<file path="src/rtl/sm_bus_pkg.sv">
//==============================================================================
// Module   : sm_bus_pkg
// Brief    : Shared types and defaults for the sm_bus memory-mapped matrix.
// Revision : 1.0
//==============================================================================
`default_nettype none

package sm_bus_pkg;

   typedef enum logic [1:0] {
      IDLE   = 2'd0,
      ACCESS = 2'd1,
      RESP   = 2'd2
   } busState_t;

   // Slave 3 is packed in the most significant word.
   localparam logic [4*32-1:0] DEF_BASE = {32'h0000_0900, 32'h0000_0800,
                                           32'h0000_0400, 32'h0000_0000};
   localparam logic [4*32-1:0] DEF_MASK = {32'h0000_0F00, 32'h0000_0F00,
                                           32'h0000_0FF0, 32'h0000_0C00};

   localparam int FLT_ADDR_OFS = 0;
   localparam int FLT_STAT_OFS = 4;

   localparam int STAT_UNMAPPED_BIT = 0;
   localparam int STAT_TIMEOUT_BIT  = 1;

endpackage

`default_nettype wire

</file>
<file path="src/rtl/sm_bus_decoder.sv">
//==============================================================================
// Module   : sm_bus_decoder
// Brief    : Combinational base/mask address decoder with fault-window priority.
// Revision : 1.0
//==============================================================================
`default_nettype none

module sm_bus_decoder
   import sm_bus_pkg::*;
#(
   parameter int                         N_SLAVES   = 4,
   parameter int                         ADDR_W     = 32,
   parameter logic [N_SLAVES*ADDR_W-1:0] BASE       = DEF_BASE,
   parameter logic [N_SLAVES*ADDR_W-1:0] MASK       = DEF_MASK,
   parameter logic [ADDR_W-1:0]          FAULT_BASE = 32'h0000_0FF0,
   localparam int                        IDX_W      = (N_SLAVES > 1) ? $clog2(N_SLAVES) : 1
) (
   input  logic [ADDR_W-1:0]   addr,
   output logic [N_SLAVES-1:0] hit_onehot,
   output logic [IDX_W-1:0]    hit_idx,
   output logic                fault_hit,
   output logic                unmapped
);

   localparam logic [ADDR_W-1:0] c_FLT_ADDR = FAULT_BASE + ADDR_W'(FLT_ADDR_OFS);
   localparam logic [ADDR_W-1:0] c_FLT_STAT = FAULT_BASE + ADDR_W'(FLT_STAT_OFS);

   logic [N_SLAVES-1:0] w_match;
   logic                w_anyHit;

   for (genvar gi = 0; gi < N_SLAVES; gi++) begin : g_match
      assign w_match[gi] = ((addr & MASK[gi*ADDR_W +: ADDR_W]) ==
                            (BASE[gi*ADDR_W +: ADDR_W] & MASK[gi*ADDR_W +: ADDR_W]));
   end

   always_comb begin
      hit_onehot = '0;
      hit_idx    = '0;
      w_anyHit   = 1'b0;
      // Descending scan so the lowest matching index is the one left standing.
      for (int i = N_SLAVES - 1; i >= 0; i--) begin
         if (w_match[i]) begin
            hit_idx  = IDX_W'(i);
            w_anyHit = 1'b1;
         end
      end
      fault_hit = (addr == c_FLT_ADDR) || (addr == c_FLT_STAT);
      if (w_anyHit && !fault_hit) begin
         hit_onehot[hit_idx] = 1'b1;
      end
      unmapped = !fault_hit && !w_anyHit;
   end

endmodule

`default_nettype wire

</file>
<file path="src/rtl/sm_bus_matrix.sv">
//==============================================================================
// Module   : sm_bus_matrix
// Brief    : Master-to-N-slave bus matrix with wait states, timeout and fault log.
// Revision : 1.0
//==============================================================================
`default_nettype none

module sm_bus_matrix
   import sm_bus_pkg::*;
#(
   parameter int                         N_SLAVES   = 4,
   parameter int                         DATA_W     = 32,
   parameter int                         ADDR_W     = 32,
   parameter logic [N_SLAVES*ADDR_W-1:0] SLAVE_BASE = DEF_BASE,
   parameter logic [N_SLAVES*ADDR_W-1:0] SLAVE_MASK = DEF_MASK,
   parameter int                         TIMEOUT    = 15,
   parameter logic [ADDR_W-1:0]          FAULT_BASE = 32'h0000_0FF0
) (
   input  logic                       clk,
   input  logic                       rst_p,
   input  logic                       m_req,
   input  logic                       m_we,
   input  logic [ADDR_W-1:0]          m_addr,
   input  logic [DATA_W-1:0]          m_wdata,
   output logic [DATA_W-1:0]          m_rdata,
   output logic                       m_ready,
   output logic                       m_err,
   output logic [N_SLAVES-1:0]        s_sel,
   output logic                       s_we,
   output logic [ADDR_W-1:0]          s_addr,
   output logic [DATA_W-1:0]          s_wdata,
   input  logic [N_SLAVES*DATA_W-1:0] s_rdata,
   input  logic [N_SLAVES-1:0]        s_ready,
   output logic                       fault_irq
);

   localparam int                IDX_W      = (N_SLAVES > 1) ? $clog2(N_SLAVES) : 1;
   localparam int                CNT_W      = $clog2(TIMEOUT + 1);
   localparam logic [ADDR_W-1:0] c_FLT_STAT = FAULT_BASE + ADDR_W'(FLT_STAT_OFS);

   logic [N_SLAVES-1:0] w_hitOnehot;
   logic [IDX_W-1:0]    w_hitIdx;
   logic                w_faultHit;
   logic                w_unmapped;

   busState_t           r_state,        w_stateNext;
   logic [IDX_W-1:0]    r_idx,          w_idxNext;
   logic [CNT_W-1:0]    r_waitCnt,      w_waitCntNext;
   logic [N_SLAVES-1:0] r_sSel,         w_sSelNext;
   logic                r_sWe,          w_sWeNext;
   logic [ADDR_W-1:0]   r_sAddr,        w_sAddrNext;
   logic [DATA_W-1:0]   r_sWdata,       w_sWdataNext;
   logic                r_mErr,         w_mErrNext;
   logic [DATA_W-1:0]   r_mRdata,       w_mRdataNext;
   logic [ADDR_W-1:0]   r_faultAddr,    w_faultAddrNext;
   logic                r_flagTimeout,  w_flagTimeoutNext;
   logic                r_flagUnmapped, w_flagUnmappedNext;
   logic                r_faultIrq;

   logic                w_selReady;
   logic [DATA_W-1:0]   w_selRdata;

   sm_bus_decoder #(
      .N_SLAVES   (N_SLAVES),
      .ADDR_W     (ADDR_W),
      .BASE       (SLAVE_BASE),
      .MASK       (SLAVE_MASK),
      .FAULT_BASE (FAULT_BASE)
   ) u_decoder (
      .addr       (m_addr),
      .hit_onehot (w_hitOnehot),
      .hit_idx    (w_hitIdx),
      .fault_hit  (w_faultHit),
      .unmapped   (w_unmapped)
   );

   assign w_selReady = s_ready[r_idx];
   assign w_selRdata = s_rdata[r_idx*DATA_W +: DATA_W];

   always_comb begin
      w_stateNext        = r_state;
      w_idxNext          = r_idx;
      w_waitCntNext      = r_waitCnt;
      w_sSelNext         = r_sSel;
      w_sWeNext          = r_sWe;
      w_sAddrNext        = r_sAddr;
      w_sWdataNext       = r_sWdata;
      w_mErrNext         = r_mErr;
      w_mRdataNext       = r_mRdata;
      w_faultAddrNext    = r_faultAddr;
      w_flagTimeoutNext  = r_flagTimeout;
      w_flagUnmappedNext = r_flagUnmapped;

      unique case (r_state)
         IDLE: begin
            if (m_req) begin
               w_sWeNext     = m_we;
               w_sAddrNext   = m_addr;
               w_sWdataNext  = m_wdata;
               w_idxNext     = w_hitIdx;
               w_waitCntNext = '0;
               w_mRdataNext  = '0;
               if (w_faultHit) begin
                  w_stateNext = RESP;
                  w_mErrNext  = 1'b0;
                  if (m_addr == c_FLT_STAT) begin
                     if (m_we) begin
                        w_flagTimeoutNext  = 1'b0;
                        w_flagUnmappedNext = 1'b0;
                     end else begin
                        w_mRdataNext[STAT_TIMEOUT_BIT]  = r_flagTimeout;
                        w_mRdataNext[STAT_UNMAPPED_BIT] = r_flagUnmapped;
                     end
                  end else if (!m_we) begin
                     w_mRdataNext = DATA_W'(r_faultAddr);
                  end
               end else if (w_unmapped) begin
                  w_stateNext        = RESP;
                  w_mErrNext         = 1'b1;
                  w_flagUnmappedNext = 1'b1;
                  w_faultAddrNext    = m_addr;
               end else begin
                  w_stateNext = ACCESS;
                  w_sSelNext  = w_hitOnehot;
               end
            end
         end
         ACCESS: begin
            w_waitCntNext = r_waitCnt + CNT_W'(1);
            if (w_selReady) begin
               w_stateNext  = RESP;
               w_sSelNext   = '0;
               w_mErrNext   = 1'b0;
               w_mRdataNext = w_selRdata;
            end else if (r_waitCnt == CNT_W'(TIMEOUT - 1)) begin
               w_stateNext       = RESP;
               w_sSelNext        = '0;
               w_mErrNext        = 1'b1;
               w_mRdataNext      = '0;
               w_flagTimeoutNext = 1'b1;
               w_faultAddrNext   = r_sAddr;
            end
         end
         RESP: begin
            w_stateNext = IDLE;
         end
         default: begin
            w_stateNext = IDLE;
            w_sSelNext  = '0;
         end
      endcase
   end

   always_ff @(posedge clk or posedge rst_p) begin
      if (rst_p) begin
         r_state        <= IDLE;
         r_idx          <= '0;
         r_waitCnt      <= '0;
         r_sSel         <= '0;
         r_sWe          <= 1'b0;
         r_sAddr        <= '0;
         r_sWdata       <= '0;
         r_mErr         <= 1'b0;
         r_mRdata       <= '0;
         r_faultAddr    <= '0;
         r_flagTimeout  <= 1'b0;
         r_flagUnmapped <= 1'b0;
         r_faultIrq     <= 1'b0;
      end else begin
         r_state        <= w_stateNext;
         r_idx          <= w_idxNext;
         r_waitCnt      <= w_waitCntNext;
         r_sSel         <= w_sSelNext;
         r_sWe          <= w_sWeNext;
         r_sAddr        <= w_sAddrNext;
         r_sWdata       <= w_sWdataNext;
         r_mErr         <= w_mErrNext;
         r_mRdata       <= w_mRdataNext;
         r_faultAddr    <= w_faultAddrNext;
         r_flagTimeout  <= w_flagTimeoutNext;
         r_flagUnmapped <= w_flagUnmappedNext;
         // Lags the flags by one cycle so software sees it after the RESP.
         r_faultIrq     <= r_flagTimeout | r_flagUnmapped;
      end
   end

   assign m_ready   = (r_state == RESP);
   assign m_err     = r_mErr;
   assign m_rdata   = r_mRdata;
   assign s_sel     = r_sSel;
   assign s_we      = r_sWe;
   assign s_addr    = r_sAddr;
   assign s_wdata   = r_sWdata;
   assign fault_irq = r_faultIrq;

endmodule

`default_nettype wire

</file>
<file path="config.mk">
export PLATFORM = sky130hd
export DESIGN_NAME = sm_bus_matrix
export DESIGN_NICKNAME = d
export VERILOG_FILES = /design/src/rtl/sm_bus_pkg.sv /design/src/rtl/sm_bus_decoder.sv /design/src/rtl/sm_bus_matrix.sv
export SDC_FILE = /design/constraint.sdc
export NUM_CORES = 1
export LEC_CHECK = 0
export ABC_AREA = 1
export CORE_UTILIZATION = 45
export CTS_CLUSTER_SIZE = 24
export DETAILED_ROUTE_END_ITERATION = 7
export PLACE_DENSITY = 0.81
export SLEW_MARGIN = 10
export SYNTH_ARGS = -nofsm -noshare
export SYNTH_HDL_FRONTEND = slang
export SYNTH_SLANG_ARGS = --single-unit
</file>
<file path="constraint.sdc">
create_clock -name clk -period 13.6 [get_ports clk]
set_input_delay 2.72 -clock clk [delete_from_list [all_inputs] [get_ports clk]]
set_output_delay 2.72 -clock clk [all_outputs]
set_load 0.005 [all_outputs]
</file>
==> flow_metrics.env <==
export IMPL_met1_length_microns=10600
export IMPL_hold_path_end="r_faultAddr[0]$_DFFE_PP0P_"
export IMPL_die_h_microns=133
export IMPL_grt_pass1_vias=8043
export IMPL_cts_resized=0
export IMPL_die_area_sq_um=17700
export IMPL_syn_area_sq_um=7710
export IMPL_crit_arrival_ns=5.36
export IMPL_num_rows=47
export IMPL_synth_compound_area_share_pct=12.5
export IMPL_avgViaCountPerCell=5.16
export IMPL_avgRoutedWirePerCell_microns=16.1
export IMPL_period_needed_ns=5.06
export IMPL_synthMuxAreaShare_pct=0
export IMPL_gp_congestion=0.924
export IMPL_synth_fa_ha_area_share_pct=0.324
export IMPL_drive_gt1_share_pct=3.83
export IMPL_grt_max_degree=105
export IMPL_fin_crit_sh_pct=37.2
export IMPL_cts_root_buf="clkbuf_16"
export IMPL_worst_pin_slew_ns=1.20
export IMPL_synth_area_leaders="dfrtp_1 47%, nand2_1 18%, nor2_1 11%, o21ai_0 9.1%, nand3_1 3.1%"
export IMPL_tritoncts="done"
export IMPL_synth_top_cell_by_area="dfrtp_1"
export IMPL_dr_pass1_iters=5
export IMPL_maxCapViolCount=0
export IMPL_clkTransAtPathRegs_ns=0.06
export IMPL_holdWs_ns=0.472
export IMPL_postSynthAreaPerCell_sq_um=6.95
export IMPL_syn_to_final_growth_pct=48.7
export IMPL_cts_sinks=145
export IMPL_r2r_start="r_idx[1]$_DFFE_PP0P_"
export IMPL_synth_top_family_by_area="simple AND/OR/NAND/NOR gates"
export IMPL_r2r_cells=8
export IMPL_drv_slew=0
export IMPL_grt_pass1_wl_microns=41300
export IMPL_slew_headroom_pct=19.7
export IMPL_startpoint_type="input port"
export IMPL_finalHoldViolations=0
export IMPL_cts_buffer_depth=2
export IMPL_die_x_microns=133
export IMPL_drcViolationCount=0
export IMPL_worstReg2RegEnd="r_faultAddr[30]$_DFFE_PP0P_"
export IMPL_syn_nets=1312
export IMPL_setup_viol=0
export IMPL_cts_buffers=17
export IMPL_cellPowerDensity_nw_per_um2=211
export IMPL_synth_xor_xnor_area_share_pct=0.114
export IMPL_grtUsageTotal_pct=30.1
export IMPL_core_sq_um=16600
export IMPL_hp_class="reg2reg"
export IMPL_yosysSeqAreaShare_pct=47.0
export IMPL_fin_util_pct=68.9
export IMPL_synthCells=1110
export IMPL_port_buffers=303
export IMPL_clk_latency_ns=0.42
export IMPL_htree_levels=4
export IMPL_status="finished, final reports clean"
export IMPL_ys_seq_elements=145
export IMPL_antenna_left=0
export IMPL_synth_cell_types=25
export IMPL_r2r_setup_slack_ns=9.41
export IMPL_yosys_area_share_simple_pct=33.5
export IMPL_nets=1574
export IMPL_io_pins=304
export IMPL_routed_top_layer="met4"
export IMPL_max_freq_mhz=198
export IMPL_layout_commonest_cell="nand2_1"
export IMPL_tns_ns=0
export IMPL_vias=8291
export IMPL_cts_hold_buf=0
export IMPL_leakage_nw=5.28
export IMPL_required_ns=13.90
export IMPL_min_delay_start="r_faultAddr[0]$_DFFE_PP0P_"
export IMPL_initialDrtViolationCount=649
export IMPL_initial_core_util_pct=46.3
export IMPL_post_cts_buffers=0
export IMPL_grt_overflow=0
export IMPL_wl_met2_microns=12200
export IMPL_critPathMaxFanout=35
export IMPL_dp_hpwl_microns=18700
export IMPL_worstSetupEndpointType="register"
export IMPL_grt_setup_unrepaired="no"
export IMPL_most_common_layout_cells="370 x nand2_1, 303 x clkdlybuf4s50_1, 228 x nor2_1"
export IMPL_whs_path_depth=2
export IMPL_yosysTopAreaCellShare_pct=47.0
export IMPL_crit_type="in2reg"
export IMPL_yosysWarnings=0
export IMPL_ir_worst_vdd_uv=103
export IMPL_fin_skew_ns=0.00840
export IMPL_antenna_found_initial=4
export IMPL_wirelength_microns=26000
export IMPL_wl_met3_microns=2240
[worst max path at each step]
stage / from / endpoint / slack, ns / cells after the start
floorplan: rst_p / fault_irq$_DFF_PP0_ / 6.99 / 1
global placement: s_ready[3] / r_faultAddr[1]$_DFFE_PP0P_ / 8.18 / 9
detailed placement: s_ready[1] / r_faultAddr[25]$_DFFE_PP0P_ / 8.13 / 9
finish: s_ready[3] / r_faultAddr[30]$_DFFE_PP0P_ / 8.54 / 9
global route: m_addr[0] / m_rdata[6]$_DFFE_PP0P_ / 8.29 / 10
CTS: s_ready[1] / r_faultAddr[30]$_DFFE_PP0P_ / 8.54 / 9
[kinds of logic (layout without fill, tap and decap cells)]
family	Yosys count	in the layout
fa+ha+maj	2	2
compound gates	181	181
other cells	0	4
buf+inv	120	394
simple gates	661	661
xor+xnor	1	1
flops	145	145
[power by group]
part / internal (mW) / switching, mW / total (mW)
clock network: 0.357 / 0.178 / 0.535
logic: 0.514 / 0.595 / 1.11
registers: 0.634 / 0.144 / 0.778
[registers in the layout, summed over array words and instances (netlist names), 2 cells and up]
signal	cells
r_idx	2
s_sel	4
s_addr	32
m_rdata	32
s_wdata	32
r_faultAddr	32
r_waitCnt	4
r_state	2
[cells in the mapped netlist]
cell / count
inv_2: 2
inv_1: 51
buf_1: 2
o22ai_1: 30
xor2_1: 1
dfrtp_1: 145
nor2_2: 1
buf_2: 18
o21ai_1: 1
nor2_4: 2
nand4_1: 5
a211oi_1: 1
a21oi_1: 6
nor2_1: 229
nand2_1: 371
o21ai_2: 1
a21oi_4: 1
or2_2: 2
or2_0: 1
buf_4: 9
clkbuf_1: 38
nand2_2: 2
nand3_1: 48
o21ai_0: 141
ha_1: 2
[worst max-delay path, stage by stage]
cell and delay (ns):
clkdlybuf4s50_1 0.39, nand2_1 0.07, nand3_1 0.08, nand2_1 0.29, nand2_1 0.14, a21oi_4 0.77
nand2_2 0.60, nand2_1 0.20, nand2_1 0.07
[per-stage QoR]
stage          setup WS, ns  std cells  power, mW  area [sq um]
4_1_cts                8.54       1604       2.43         11500
6_report               8.54       1608       2.42         11500
3_3_place_gp           8.18       1573       1.86         10800
5_1_grt                8.29       1608       2.60         11500
2_1_floorplan          6.99       1110       1.36          7710
3_5_place_dp           8.13       1573       1.88         10800
[metal layers]
layer	GRT usage, %	up-vias
li1	-	4039
met1	37.5	3852
met2	48.6	346
met3	8.20	54
met4	13.9	0
met5	0	-
[final cells by class]
cell class,instances,area [sq um]
repair buffers,310,3090
flip-flops and latches,145,3630
inverters,53,204
clock inverters,10,205
clock buffers,21,470
multi-input cells,845,3590
well taps,220,275
fillers,1427,5170
diodes,4,10.0
No activity file was read; power rests on OpenSTA's default activity.
